==> src/rtl/shift_add_multiplier_pkg.sv <==
// Shared types and helpers for the shift-and-add multiplier.
package shift_add_multiplier_pkg;

  // Encoding 3 is never entered; the FSM maps it back to idle.
  typedef enum logic [1:0] {
    STATE_IDLE = 2'd0,
    STATE_RUN  = 2'd1,
    STATE_DONE = 2'd2
  } state_e;

  // Bit counter width: enough to hold 0..n-1, never below one bit.
  function automatic int unsigned cnt_width(input int unsigned n);
    return ($clog2(n) < 1) ? 1 : $clog2(n);
  endfunction

endpackage

==> src/rtl/shift_add_multiplier_if.sv <==
// Start/result handshake bundle for shift_add_multiplier.
// SHIFT_ADD_MULTIPLIER_SIGNED_EN adds the i_w_signed operand-mode signal.
interface shift_add_multiplier_if #(
  parameter int unsigned p_data_width = 8
);
  logic                        i_w_start;
  logic [p_data_width-1:0]     i_w_a;
  logic [p_data_width-1:0]     i_w_b;
`ifdef SHIFT_ADD_MULTIPLIER_SIGNED_EN
  logic                        i_w_signed;
`endif
  logic                        o_w_busy;
  logic                        o_w_done;
  logic [2*p_data_width-1:0]   o_w_out;

  modport master (
`ifdef SHIFT_ADD_MULTIPLIER_SIGNED_EN
    output i_w_signed,
`endif
    output i_w_start, i_w_a, i_w_b,
    input  o_w_busy, o_w_done, o_w_out
  );

  modport slave (
`ifdef SHIFT_ADD_MULTIPLIER_SIGNED_EN
    input  i_w_signed,
`endif
    input  i_w_start, i_w_a, i_w_b,
    output o_w_busy, o_w_done, o_w_out
  );
endinterface

==> src/rtl/shift_add_datapath.sv <==
// Datapath for the shift-and-add multiplier: operand shift registers, accumulator,
// one add/shift per step strobe, and the result register written on commit.
module shift_add_datapath #(
  parameter int unsigned p_data_width = 8
) (
  input  logic                      i_w_clk,
  input  logic                      i_w_reset,
  input  logic                      load,
  input  logic                      step,
  input  logic                      commit,
  input  logic [p_data_width-1:0]   a,
  input  logic [p_data_width-1:0]   b,
  input  logic                      signed_op,
  output logic [2*p_data_width-1:0] out
);
  localparam int unsigned N = p_data_width;

  logic [2*N-1:0] mcand_q;
  logic [N-1:0]   mplier_q;
  logic [2*N-1:0] acc_q;
  logic           sign_q;
  logic [2*N-1:0] out_q;

  logic [N-1:0]   a_mag;
  logic [N-1:0]   b_mag;
  logic [2*N-1:0] acc_next;

  // Magnitudes of the operands; the most negative value maps to 2^(N-1) unsigned.
  always_comb begin
    a_mag = (signed_op && a[N-1]) ? (~a + 1'b1) : a;
    b_mag = (signed_op && b[N-1]) ? (~b + 1'b1) : b;
    acc_next = mplier_q[0] ? (acc_q + mcand_q) : acc_q;
  end

  // Operand capture, per-bit add/shift, and the result write on the final step.
  always_ff @(posedge i_w_clk) begin
    if (i_w_reset) begin
      mcand_q  <= '0;
      mplier_q <= '0;
      acc_q    <= '0;
      sign_q   <= 1'b0;
      out_q    <= '0;
    end else begin
      if (load) begin
        mcand_q  <= {{N{1'b0}}, a_mag};
        mplier_q <= b_mag;
        acc_q    <= '0;
        sign_q   <= signed_op & (a[N-1] ^ b[N-1]);
      end else if (step) begin
        acc_q    <= acc_next;
        mcand_q  <= mcand_q << 1;
        mplier_q <= mplier_q >> 1;
      end
      // Commit coincides with the last step, so it must see that step's add.
      if (commit) begin
        out_q <= sign_q ? (~acc_next + 1'b1) : acc_next;
      end
    end
  end

  assign out = out_q;

endmodule

==> src/rtl/shift_add_multiplier.sv <==
// Multi-cycle shift-and-add multiplier: one multiplier bit per clock, N+1 edges
// from accepted start to result. SHIFT_ADD_MULTIPLIER_SIGNED_EN enables
// two's-complement operands selected per operation by i_w_signed.
module shift_add_multiplier
  import shift_add_multiplier_pkg::*;
#(
  parameter int unsigned p_data_width = 8
) (
  input logic                  i_w_clk,
  input logic                  i_w_reset,
  shift_add_multiplier_if.slave bus
);
  localparam int unsigned CntWidth = cnt_width(p_data_width);
  localparam logic [CntWidth-1:0] LastCnt = CntWidth'(p_data_width - 1);

  state_e                state_q, state_d;
  logic [CntWidth-1:0]   cnt_q, cnt_d;
  logic                  load, step, commit;
  logic                  signed_op;

`ifdef SHIFT_ADD_MULTIPLIER_SIGNED_EN
  assign signed_op = bus.i_w_signed;
`else
  assign signed_op = 1'b0;
`endif

  // State and bit counter registers.
  always_ff @(posedge i_w_clk) begin
    if (i_w_reset) begin
      state_q <= STATE_IDLE;
      cnt_q   <= '0;
    end else begin
      state_q <= state_d;
      cnt_q   <= cnt_d;
    end
  end

  // Next-state logic and datapath strobes; start is only honoured outside RUN.
  always_comb begin
    state_d = state_q;
    cnt_d   = cnt_q;
    load    = 1'b0;
    step    = 1'b0;
    commit  = 1'b0;
    case (state_q)
      STATE_IDLE, STATE_DONE: begin
        if (bus.i_w_start) begin
          load    = 1'b1;
          cnt_d   = '0;
          state_d = STATE_RUN;
        end
      end
      STATE_RUN: begin
        step  = 1'b1;
        cnt_d = cnt_q + 1'b1;
        if (cnt_q == LastCnt) begin
          commit  = 1'b1;
          state_d = STATE_DONE;
        end
      end
      default: state_d = STATE_IDLE;
    endcase
  end

  assign bus.o_w_busy = (state_q == STATE_RUN);
  assign bus.o_w_done = (state_q == STATE_DONE);

  shift_add_datapath #(
    .p_data_width(p_data_width)
  ) u_datapath (
    .i_w_clk   (i_w_clk),
    .i_w_reset (i_w_reset),
    .load      (load),
    .step      (step),
    .commit    (commit),
    .a         (bus.i_w_a),
    .b         (bus.i_w_b),
    .signed_op (signed_op),
    .out       (bus.o_w_out)
  );

endmodule

==> src/flat_wrapper.sv <==
// flat-port wrapper written by rule: the top's interface ports become plain ports
module shift_add_multiplier_flat import shift_add_multiplier_pkg::*;
#(
  parameter int unsigned p_data_width = 8
)
  (i_w_clk, i_w_reset, bus_i_w_start, bus_i_w_a, bus_i_w_b, bus_o_w_busy, bus_o_w_done, bus_o_w_out);
  shift_add_multiplier_if #(.p_data_width(p_data_width)) bus_i ();
  input logic i_w_clk;
  input logic i_w_reset;
  input wire logic [$bits(bus_i.i_w_start)-1:0] bus_i_w_start;
  input wire logic [$bits(bus_i.i_w_a)-1:0] bus_i_w_a;
  input wire logic [$bits(bus_i.i_w_b)-1:0] bus_i_w_b;
  output wire logic [$bits(bus_i.o_w_busy)-1:0] bus_o_w_busy;
  output wire logic [$bits(bus_i.o_w_done)-1:0] bus_o_w_done;
  output wire logic [$bits(bus_i.o_w_out)-1:0] bus_o_w_out;
  assign bus_i.i_w_start = bus_i_w_start;
  assign bus_i.i_w_a = bus_i_w_a;
  assign bus_i.i_w_b = bus_i_w_b;
  assign bus_o_w_busy = bus_i.o_w_busy;
  assign bus_o_w_done = bus_i.o_w_done;
  assign bus_o_w_out = bus_i.o_w_out;
  shift_add_multiplier #(.p_data_width(p_data_width)) u_core (.i_w_clk(i_w_clk), .i_w_reset(i_w_reset), .bus(bus_i));
endmodule
==> config.mk <==
export PLATFORM = sky130hd
export DESIGN_NAME = shift_add_multiplier_flat
export DESIGN_NICKNAME = d
export VERILOG_FILES = /design/src/rtl/shift_add_multiplier_pkg.sv /design/src/rtl/shift_add_multiplier_if.sv /design/src/rtl/shift_add_datapath.sv /design/src/rtl/shift_add_multiplier.sv /design/src/flat_wrapper.sv
export SDC_FILE = /design/constraint.sdc
export NUM_CORES = 1
export LEC_CHECK = 0
export ABC_AREA = 1
export CAP_MARGIN = 20
export CORE_UTILIZATION = 60
export CTS_BUF_LIST = sky130_fd_sc_hd__clkbuf_4 sky130_fd_sc_hd__clkbuf_8 sky130_fd_sc_hd__clkbuf_16
export DETAILED_ROUTE_END_ITERATION = 12
export PLACE_DENSITY = 0.83
export REMOVE_ABC_BUFFERS = 1
export SLEW_MARGIN = 5
export SYNTH_ARGS = -nofsm -noshare
export SYNTH_HDL_FRONTEND = slang
export SYNTH_SLANG_ARGS = --single-unit
==> constraint.sdc <==
create_clock -name i_w_clk -period 5.2 [get_ports i_w_clk]
set_input_delay 1.04 -clock i_w_clk [delete_from_list [all_inputs] [get_ports i_w_clk]]
set_output_delay 1.04 -clock i_w_clk [all_outputs]
set_load 0.01 [all_outputs]
# After elaboration in Yosys (flattened, before gate mapping)
# Index checks and enable logic that the tools add are counted.
dict set report totals {
  reg_bits 61
}
dict set report classes {
  add_sub_neg 2
  muxes 15
  n_eq_ne 5
  reduce_logical 7
}
# op n
set op_table {}
lappend op_table {{8-bit two-way mux} 4}
lappend op_table {{16-bit adder} 1}
lappend op_table {{16-bit two-way mux} 1}
lappend op_table {{3-bit one-hot mux with 2 select lines} 1}
lappend op_table {{1-bit two-way mux} 5}
lappend op_table {{2-bit two-way mux} 2}
lappend op_table {{2-bit one-hot mux with 2 select lines} 1}
lappend op_table {{2-bit AND reduction} 2}
lappend op_table {{2-bit nonzero test} 2}
lappend op_table {{2-bit OR reduction} 2}
lappend op_table {{3-bit by 1-bit adder with 3-bit output, second input constant} 1}
lappend op_table {{3-bit == test, second input constant} 1}
lappend op_table {{3-bit two-way mux} 1}
lappend op_table {{2-bit by 1-bit == test with 1-bit output, second input constant} 1}
lappend op_table {{2-bit == test, second input constant} 1}
lappend op_table {{2-bit zero test} 1}
lappend op_table {{2-bit by 1-bit inequality test with 1-bit output, second input constant} 1}
lappend op_table {{2-bit inequality test, second input constant} 1}

# Logic depth before layout (Yosys ltp)
# Gate-level depths: netlist of the first run.
dict set report depth {
  ltp_word 4
  ltp_mapped 13
}

# Hierarchy
# Synthesis of the first run repeated with hierarchy kept, for this count alone.
dict set report hier_totals {
  cells_unflattened 692
  hier_area_um2 4311.6
}
# mod n_inst cells_each area_each_um2 seq_area_each_um2
set modules_own_cells {}
lappend modules_own_cells {shift_add_datapath 1 659 4073.9 1141.1}
lappend modules_own_cells {shift_add_multiplier 1 33 237.7 100.1}

# Least setup slack after synthesis of the first run
# No wires, ideal clock.
dict set report synth_timing {
  path_kind {input to register}
  startpoint {in bus_i_w_start}
  endpoint {reg u_core.u_datapath.mcand_q[3]}
  n_path_buf 1
  path_slack_ns 3.281
  arrival_ns 1.832
  stages 7
  t_required_ns 5.114
  cell_sequence {inv_1 nor2_4 inv_2 nand2_4 inv_2 buf_6 a221oi_2}
}
dict set report synth_via {
  elab_chain_cells 3
  elab_cells_between_ends 4
}
# element line
set synth_lines {}
lappend synth_lines {{start, declared} flat_wrapper.sv:10} ;# input wire logic [$bits(bus_i.i_w_start)-1:0] bus_i_w_start;
lappend synth_lines {{1-bit two-way mux (*)} shift_add_multiplier.sv:47} ;# if (bus.i_w_start) begin
lappend synth_lines {{1-bit two-way mux (*)} shift_add_multiplier.sv:45} ;# case (state_q)
lappend synth_lines {{8-bit two-way mux or 2-bit nonzero test (tied branches)} -}
lappend synth_lines {{end signal, assigned} shift_add_datapath.sv:45} ;# mcand_q <= {{N{1'b0}}, a_mag};
lappend synth_lines {{end signal, assigned} shift_add_datapath.sv:51} ;# mcand_q <= mcand_q << 1;
lappend synth_lines {{end, declared} shift_add_datapath.sv:18} ;# logic [2*N-1:0] mcand_q;
# Mark *: on every way between the ends. The rest lies on a longest branch, timed or not.
# A chain may end at the register's enable or synchronous reset.

# Final worst setup path of the first run
dict set report layout_timing {
  startpoint {reg u_core.state_q[0]}
  endpoint {out bus_o_w_busy}
}
dict set report layout_via {
  elab_chain_cells 1
}
# element line
set layout_lines {}
lappend layout_lines {{start, declared} shift_add_multiplier.sv:16} ;# state_e state_q, state_d;
lappend layout_lines {{start signal, assigned} shift_add_multiplier.sv:33} ;# state_q <= state_d;
lappend layout_lines {{2-bit by 1-bit == test with 1-bit output} shift_add_multiplier.sv:65} ;# assign bus.o_w_busy = (state_q == STATE_RUN);
lappend layout_lines {{end, declared} flat_wrapper.sv:13} ;# output wire logic [$bits(bus_i.o_w_busy)-1:0] bus_o_w_busy;
# No other way between the ends.

==> results of run 1 <==
==> cell usage after synthesis <==
master,number,share of area
a211oi_1,6,0.013
a21oi_1,31,0.044
a221oi_1,1,0.0025
a221oi_2,7,0.030
and2_1,2,0.0035
buf_1,3,0.0032
buf_2,8,0.011
buf_4,2,0.0043
buf_6,1,0.0032
clkbuf_1,4,0.0043
clkinv_1,1,0.0011
dfxtp_1,61,0.35
fa_1,1,0.0057
ha_1,17,0.060
inv_1,79,0.084
inv_2,6,0.0064
inv_4,1,0.0018
mux2i_1,2,0.0057
nand2_1,136,0.14
nand2_4,1,0.0032
nand3_1,33,0.047
nand3b_1,4,0.0085
nand4_1,1,0.0018
nor2_1,42,0.045
nor2_4,1,0.0032
nor2_8,2,0.011
nor3_1,3,0.0043
o211ai_1,6,0.013
o21a_1,12,0.026
o21ai_0,22,0.031
o21ai_1,6,0.0085
o21bai_1,2,0.0043
o22ai_1,3,0.0053
or2_0,2,0.0035
or2_1,3,0.0053
xnor2_1,1,0.0025
xor2_1,1,0.0025
==> path summary, 6_finish.rpt <==
| kind | cells after the start | from | end | slack (ps) |
|---|---|---|---|---|
| hold / removal | 2 | u_core.cnt_q[1] | u_core.cnt_q[1] | 480 |
| setup reg to reg | 7 | u_core.state_q[0] | u_core.u_datapath.out[1] | 2950 |
| hold reg to reg | 2 | u_core.cnt_q[1] | u_core.cnt_q[1] | 480 |
| setup / recovery | 3 | u_core.state_q[0] | bus_o_w_busy | 2130 |
==> worst max-delay path, stage by stage (launching register included) <==
cell and delay [ps]:
dfxtp_1 410, inv_2 90, nor2_8 500, clkdlybuf4s50_1 660
==> stage by stage <==
step | hold WS, ps | cells | total power, mW
finish | 481 | 620 | 1.10
global route | 503 | 620 | 1.15
CTS | 482 | 620 | 1.10
detailed placement | 471 | 604 | 0.683
global placement | 450 | 604 | 0.675
floorplan | 432 | 496 | 0.630
==> cells in the final DEF, fill, tap and decap left out, drive strengths merged, types with 3 or more instances in the layout <==
| cell type | instances |
|---|---|
| clkbuf | 10 |
| o22ai | 3 |
| nand3 | 33 |
| nand3b | 4 |
| nor3 | 3 |
| dfxtp | 61 |
| a211oi | 6 |
| nand2 | 137 |
| ha | 17 |
| or2 | 5 |
| clkinv | 4 |
| a221oi | 8 |
| inv | 86 |
| a21oi | 31 |
| o21a | 12 |
| o211ai | 6 |
| clkdlybuf4s50 | 36 |
| nor2 | 45 |
| o21ai | 28 |
==> flip-flops by register name (all words and copies together) (netlist names) <==
register and count:
u_core.u_datapath.mcand_q 16, u_core.state_q 2, u_core.cnt_q 3, u_core.u_datapath.mplier_q 8, u_core.u_datapath.out 16, u_core.u_datapath.acc_q 16
==> area by class of cell <==
type / count / area share
multi-input combinational: 348 / 0.462
timing repair buffer: 36 / 0.0883
tap: 72 / 0.0221
clock buffer: 10 / 0.0322
inverter: 87 / 0.0807
clock inverter: 6 / 0.0156
sequential: 61 / 0.299
==> power groups by stage <==
stage | clock, mW | sequential (mW) | combinational, mW
final | 0.427 | 0.512 | 0.164
after global routing | 0.451 | 0.514 | 0.182
after CTS | 0.426 | 0.511 | 0.163
after detailed placement | 0 | 0.522 | 0.161
after global placement | 0 | 0.521 | 0.154
after floorplan | 0 | 0.515 | 0.115
==> layer usage <==
metal	GRT usage	routed length, um	up-vias
li1	-	-	1708
met5	0	0	-
met4	0.133	165	0
met1	0.344	3790	1555
met3	0.0651	416	16
met2	0.495	3900	89
==> cells by family after synthesis <==
family | Yosys count | synth area share
flip-flops | 61 | 0.346
AND/OR/NAND/NOR | 230 | 0.281
buffers and inverters | 105 | 0.120
adder cells (fa/ha/maj) | 18 | 0.0660
multiplexers | 2 | 0.00568
XOR/XNOR | 2 | 0.00497
AO/OA/AOI/OAI | 96 | 0.177
==> results_dict.tcl, run 1 <==
set metrics [dict create \
    grt_pass1_wl_um 14000 \
    seqPwrFrac 0.464 \
    worst_pin_slew_ps 970 \
    dpl_worst_slack_ps 2110 \
    swShare 0.295 \
    tns_ps 0 \
    grt_max_degree 45 \
    first_pass_iters 5 \
    crit_required_ps 4160 \
    dp_hpwl_um 5630 \
    cp.arrival_ps 2030 \
    ys_ff_latch 61 \
    max_clock_freq_mhz 326 \
    cts_buffers 9 \
    p_leak_nw 1.97 \
    grt_overflow 0 \
    setup_viol 0 \
    crit_path_end_kind "output pin" \
    die_area_sq_um 6190 \
    combPwrFrac 0.149 \
    seq_area_sq_um 1220 \
    hold_buffers 0 \
    slew_violations 0 \
    synth.avg_cell_area_sq_um 6.86 \
    worst_slack_ps 2130 \
    power_density_nw_per_um2 270 \
    hold_violations 0 \
    skew_ps 13.3 \
    final_core_util 0.732 \
    ys.warnings.count 0 \
    wl_per_cell_um 13.3 \
    synth_cell_types 37 \
    antenna_found_initial 0 \
    post-cts-setup-buffers 0 \
    worstSetupPathType "reg2out" \
    drtIter0Drc 205 \
    clk_pin_slew_worst_paths_ps 80 \
    die_w_um 78.7 \
    seq_area_frac_synth 0.346 \
    root_buffer "clkbuf_8" \
    fillers 465 \
    rsz0062_at_grt "false" \
    nets 580 \
    cts_sinks 61 \
    post_cts_resized 0 \
    cp-start-kind "flop" \
    vias 3368 \
    area_growth_pct 15.7 \
    power.internal_mw 0.777 \
    clk_latency_ps 350 \
    drive_gt1_frac 0.0620 \
    outcome "finished clean" \
    first_global_vias 3225 \
    ios 37 \
    max_cap_violations 0 \
    period_share 0.589 \
    rows 27 \
    htree_levels 3 \
    antenna_left 0 \
    hold_class "reg2reg" \
    finalCriticalPeriod_ps 3070 \
    cts_buffer_depth 2 \
    viasPerCell 5.43 \
    multi_input_area_sq_um 1880 \
    num_antenna_cells 0 \
    ir_drop_mv 0.221 \
    drcViolationCount 0 \
    power.net_switching_mw 0.325 \
    design_area_sq_um 4080 \
    syn_area_sq_um 3530 \
    portBuffers 36 \
    post_dp_cell_area_sq_um 3880 \
    start_util 0.633 \
    p_clk_frac 0.387 \
    gp_congestion 0.906 \
    slew_headroom 0.353 \
    crit_fanout 44 \
    grt_use_total 0.290 \
    die_h_um 78.7 \
    cts_tree "done" \
    finalWirelength_um 8270 \
    netlist_instances 514 \
    coreArea_sq_um 5570 \
]
(Power assumes the default switching activity.)
==> run 2, diff against run 1 <==
- CORE_UTILIZATION: 60 -> 57
- PLACE_DENSITY: 0.83 -> 0.79
- clock period: 5.2 -> 3.15 ns (I/O delays scaled with it)
==> run 2 against run 1 <==
Flip-flop and latch count unchanged. Die area up 5.1%. Core utilization fell by 4.4 points. Clock power increased by 59%.
==> results_dict.tcl, run 2 (synthesis gave the netlist of run 1 again) <==
set metrics [dict create \
    cts_tree "done" \
    max_clock_freq_mhz 408 \
    crit_fanout 27 \
    num_antenna_cells 0 \
    die_area_sq_um 6510 \
    skew_ps 9.27 \
    post_cts_resized 0 \
    cts_sinks 61 \
    finalWirelength_um 8130 \
    mostFrequentLayoutCell "nand2_1" \
    drtIter0Drc 239 \
    area_growth_pct 16.1 \
    final_core_util 0.688 \
    critPathTopFamily "buffers and inverters" \
    grt_use_total 0.271 \
    crit_path_end_kind "output pin" \
    tns_ps 0 \
    critical-path-max-stage-delay_ps 620 \
    first_pass_iters 5 \
    worst_path_max_delay_cell "clkdlybuf4s50_1" \
    crit_required_ps 2520 \
    power_density_nw_per_um2 439 \
    dp_cells 610 \
    rows 28 \
    vias 3330 \
    cp-start-kind "flop" \
    drcViolationCount 0 \
    ios 37 \
    coreArea_sq_um 5960 \
    instances_no_fill 625 \
    start_util 0.592 \
    final_cell_mix "136 x nand2_1, 79 x inv_1, 61 x dfxtp_1" \
    fin_total_pwr_mw 1.80 \
    grt_max_degree 28 \
    period_share 0.777 \
    hold_class "reg2reg" \
    worst_slack_ps 702 \
    multi_input_area_sq_um 1880 \
    root_buffer "clkbuf_8" \
    cts_buffer_depth 2 \
    crit_chain "inv_2 -> nor2_8 -> clkdlybuf4s50_1" \
    viasPerCell 5.33 \
    p_leak_nw 1.99 \
    gp_congestion 0.852 \
    design_area_sq_um 4100 \
    path_buf_inv 2 \
    dpl_worst_slack_ps 899 \
    die_w_um 80.7 \
    setup_viol 0 \
    slew_violations 0 \
    hold_buffers 0 \
    die_h_um 80.7 \
    finalCriticalPeriod_ps 2450 \
    first_global_vias 2975 \
    post_dp_cell_area_sq_um 3910 \
    ir_drop_mv 0.319 \
    drive_gt1_frac 0.0655 \
    cts_buffers 9 \
    dp_hpwl_um 5600 \
    seq_area_sq_um 1220 \
    max_cap_violations 0 \
    post-cts-setup-buffers 0 \
    worstSetupPathType "reg2out" \
    clk_pin_slew_worst_paths_ps 70 \
    cp.arrival_ps 1820 \
    htree_levels 3 \
    worst_pin_slew_ps 739 \
    grt_pass1_wl_um 13500 \
    fin_hold_ws_ps 481 \
    nets 583 \
    rsz0062_at_grt "false" \
    clk_latency_ps 340 \
    fillers 529 \
    antenna_left 0 \
    slew_headroom 0.507 \
    outcome "finished clean" \
    portBuffers 36 \
    grt_overflow 0 \
    wl_per_cell_um 13.0 \
    hold_violations 0 \
    antenna_found_initial 0 \
]
## run 2: cell count changes in the layout (fill, tap and decap cells not counted), sizes merged
cell      previous run  this run
buf                  0         3
clkinvlp             2         1
## run 2: worst register-to-register path: stages (launching register included)
cell     delay, ps
dfxtp_1        320
ha_1           220
fa_1           410
nand2_1        110
nand2_1         80
and2_1         180
nand2_1         70
nand2_1         60
xor2_1         150
nand2_1         90
nand3_1         90
nand2_1         90
inv_1           40
## run 2: area by class of cell
cell class              instances  share of cell area
multi-input cells             348               0.460
clock buffers                  10              0.0321
clock inverters                 5              0.0128
inverters                      87              0.0804
flip-flops and latches         61               0.298
repair buffers                 39              0.0935
well taps                      75              0.0229
## run 2: path summary, 6_finish.rpt
kind / slack (ps) / to / depth (start not counted) / startpoint
worst min register to register: 480 / u_core.u_datapath.mplier_q[2] / 2 / u_core.u_datapath.mplier_q[2]
worst min-delay path: 480 / u_core.u_datapath.mplier_q[2] / 2 / u_core.u_datapath.mplier_q[2]
worst max-delay path: 700 / bus_o_w_busy / 3 / u_core.state_q[0]
worst max register to register: 1140 / u_core.u_datapath.out[8] / 12 / u_core.u_datapath.mcand_q[0]
## run 2: power breakdown
part | switching (mW) | internal [mW]
combinational | 0.178 | 0.106
clock | 0.312 | 0.365
sequential | 0.0276 | 0.809
## run 2: routing by layer
metal	share of wire	vias to the layer above	global-route usage
li1	-	1705	-
met3	0.049	13	0.0420
met5	0	-	0
met2	0.46	104	0.439
met1	0.47	1508	0.357
met4	0.018	0	0.114
==> run 3, diff against run 2 <==
- clock period: 3.15 -> 2.5 ns (I/O delays scaled with it)
==> run 3 against run 2 <==
Die area unchanged. Clock power up 15%. Worst hold slack about the same. Flip-flop and latch count unchanged. Clock skew about the same. Worst setup slack worse by 390 ps. Routed wire length down 3.3%. Combinational power up 24%. Critical path depth unchanged. Sequential power up 27%. Critical path type unchanged. Largest cell class unchanged.
==> results_dict.tcl, run 3 (synthesis gave the netlist of run 1 again) <==
set metrics [dict create \
    post_dp_cell_area_sq_um 3920 \
    root_buffer "clkbuf_8" \
    die_area_sq_um 6510 \
    die_w_um 80.7 \
    final_core_util 0.687 \
    vias 3274 \
    grt_use_total 0.267 \
    crit_chain "inv_2 -> nor2_8 -> clkdlybuf4s50_1" \
    clk_latency_ps 360 \
    setup_viol 0 \
    cp-start-kind "flop" \
    grt_pass1_wl_um 13100 \
    ios 37 \
    grt_overflow 0 \
    wl_per_cell_um 12.6 \
    max_cap_violations 0 \
    num_antenna_cells 0 \
    gp_congestion 0.889 \
    max_clock_freq_mhz 457 \
    first_pass_iters 8 \
    drtIter0Drc 193 \
    design_area_sq_um 4090 \
    power_density_nw_per_um2 535 \
    outcome "finished clean" \
    viasPerCell 5.23 \
    drive_gt1_frac 0.0672 \
    skew_ps 9.56 \
    rrSetupSlack_ps 480 \
    rows 28 \
    finalWirelength_um 7860 \
    worst_path_max_delay_cell "clkdlybuf4s50_1" \
    period_share 0.875 \
    post-cts-setup-buffers 0 \
    clk_pin_slew_worst_paths_ps 70 \
    worst_pin_slew_ps 495 \
    critPathTopFamily "buffers and inverters" \
    fillers 534 \
    nets 584 \
    slew_headroom 0.670 \
    die_h_um 80.7 \
    finalCriticalPeriod_ps 2190 \
    antenna_left 0 \
    cts_buffers 9 \
    critical-path-max-stage-delay_ps 580 \
    antenna_found_initial 0 \
    slew_violations 0 \
    mostFrequentLayoutCell "nand2_1" \
    crit_path_end_kind "output pin" \
    htree_levels 3 \
    start_util 0.592 \
    drcViolationCount 0 \
    dp_hpwl_um 5630 \
    tns_ps 0 \
    grt_max_degree 34 \
    ir_drop_mv 0.355 \
    portBuffers 36 \
    multi_input_area_sq_um 1880 \
    cts_buffer_depth 2 \
    seq_area_sq_um 1220 \
    p_leak_nw 1.98 \
    crit_fanout 12 \
    cts_tree "done" \
    hold_violations 0 \
    crit_required_ps 2000 \
    hold_buffers 0 \
    first_global_vias 2870 \
    coreArea_sq_um 5960 \
    worstSetupPathType "reg2out" \
    cp.arrival_ps 1690 \
    rsz0062_at_grt "false" \
    post_cts_resized 0 \
    area_growth_pct 15.9 \
    hold_class "reg2reg" \
    final_cell_mix "136 x nand2_1, 79 x inv_1, 61 x dfxtp_1" \
    path_buf_inv 2 \
    cts_sinks 61 \
]
[run 3: per-stage QoR]
step / total power, mW / worst slack (ps) / instances / hold WS, ps
floorplan: 1.31 / 744 / 496 / 432
global placement: 1.41 / 489 / 611 / 463
detailed placement: 1.42 / 406 / 611 / 474
CTS: 2.20 / 295 / 626 / 484
global route: 2.29 / 252 / 626 / 499
finish: 2.19 / 313 / 626 / 481
[run 3: cell type report]
| cell class | instances | share of cell area |
|---|---|---|
| multi-input combinational | 348 | 0.461 |
| sequential | 61 | 0.299 |
| timing repair buffer | 40 | 0.0955 |
| inverter | 87 | 0.0805 |
| clock buffer | 11 | 0.0355 |
| tap | 75 | 0.0229 |
| clock inverter | 4 | 0.00612 |
[run 3: per-layer routing]
metal,track usage,vias to the layer above,share of wire
li1,-,1722,-
met1,0.337,1466,0.47
met2,0.430,75,0.46
met3,0.0693,11,0.056
met4,0.104,0,0.015
met5,0,-,0
[run 3: final timing paths]
path	startpoint	to	cells after the start
setup / recovery	u_core.state_q[0]	bus_o_w_busy	3
hold / removal	u_core.u_datapath.mcand_q[15]	u_core.u_datapath.mcand_q[15]	2
setup reg to reg	u_core.u_datapath.mcand_q[0]	u_core.u_datapath.out[8]	12
hold reg to reg	u_core.u_datapath.mcand_q[15]	u_core.u_datapath.mcand_q[15]	2
[run 3: worst min-delay path, cell delays in order, from the launching register on]
cell and delay, ps:
dfxtp_1 320, nand2_1 60, a21oi_1 50
[run 3: report_power, final]
part	internal [mW]	total [mW]	switching, mW
combinational	0.133	0.353	0.219
sequential	1.02	1.06	0.0356
clock	0.388	0.780	0.392
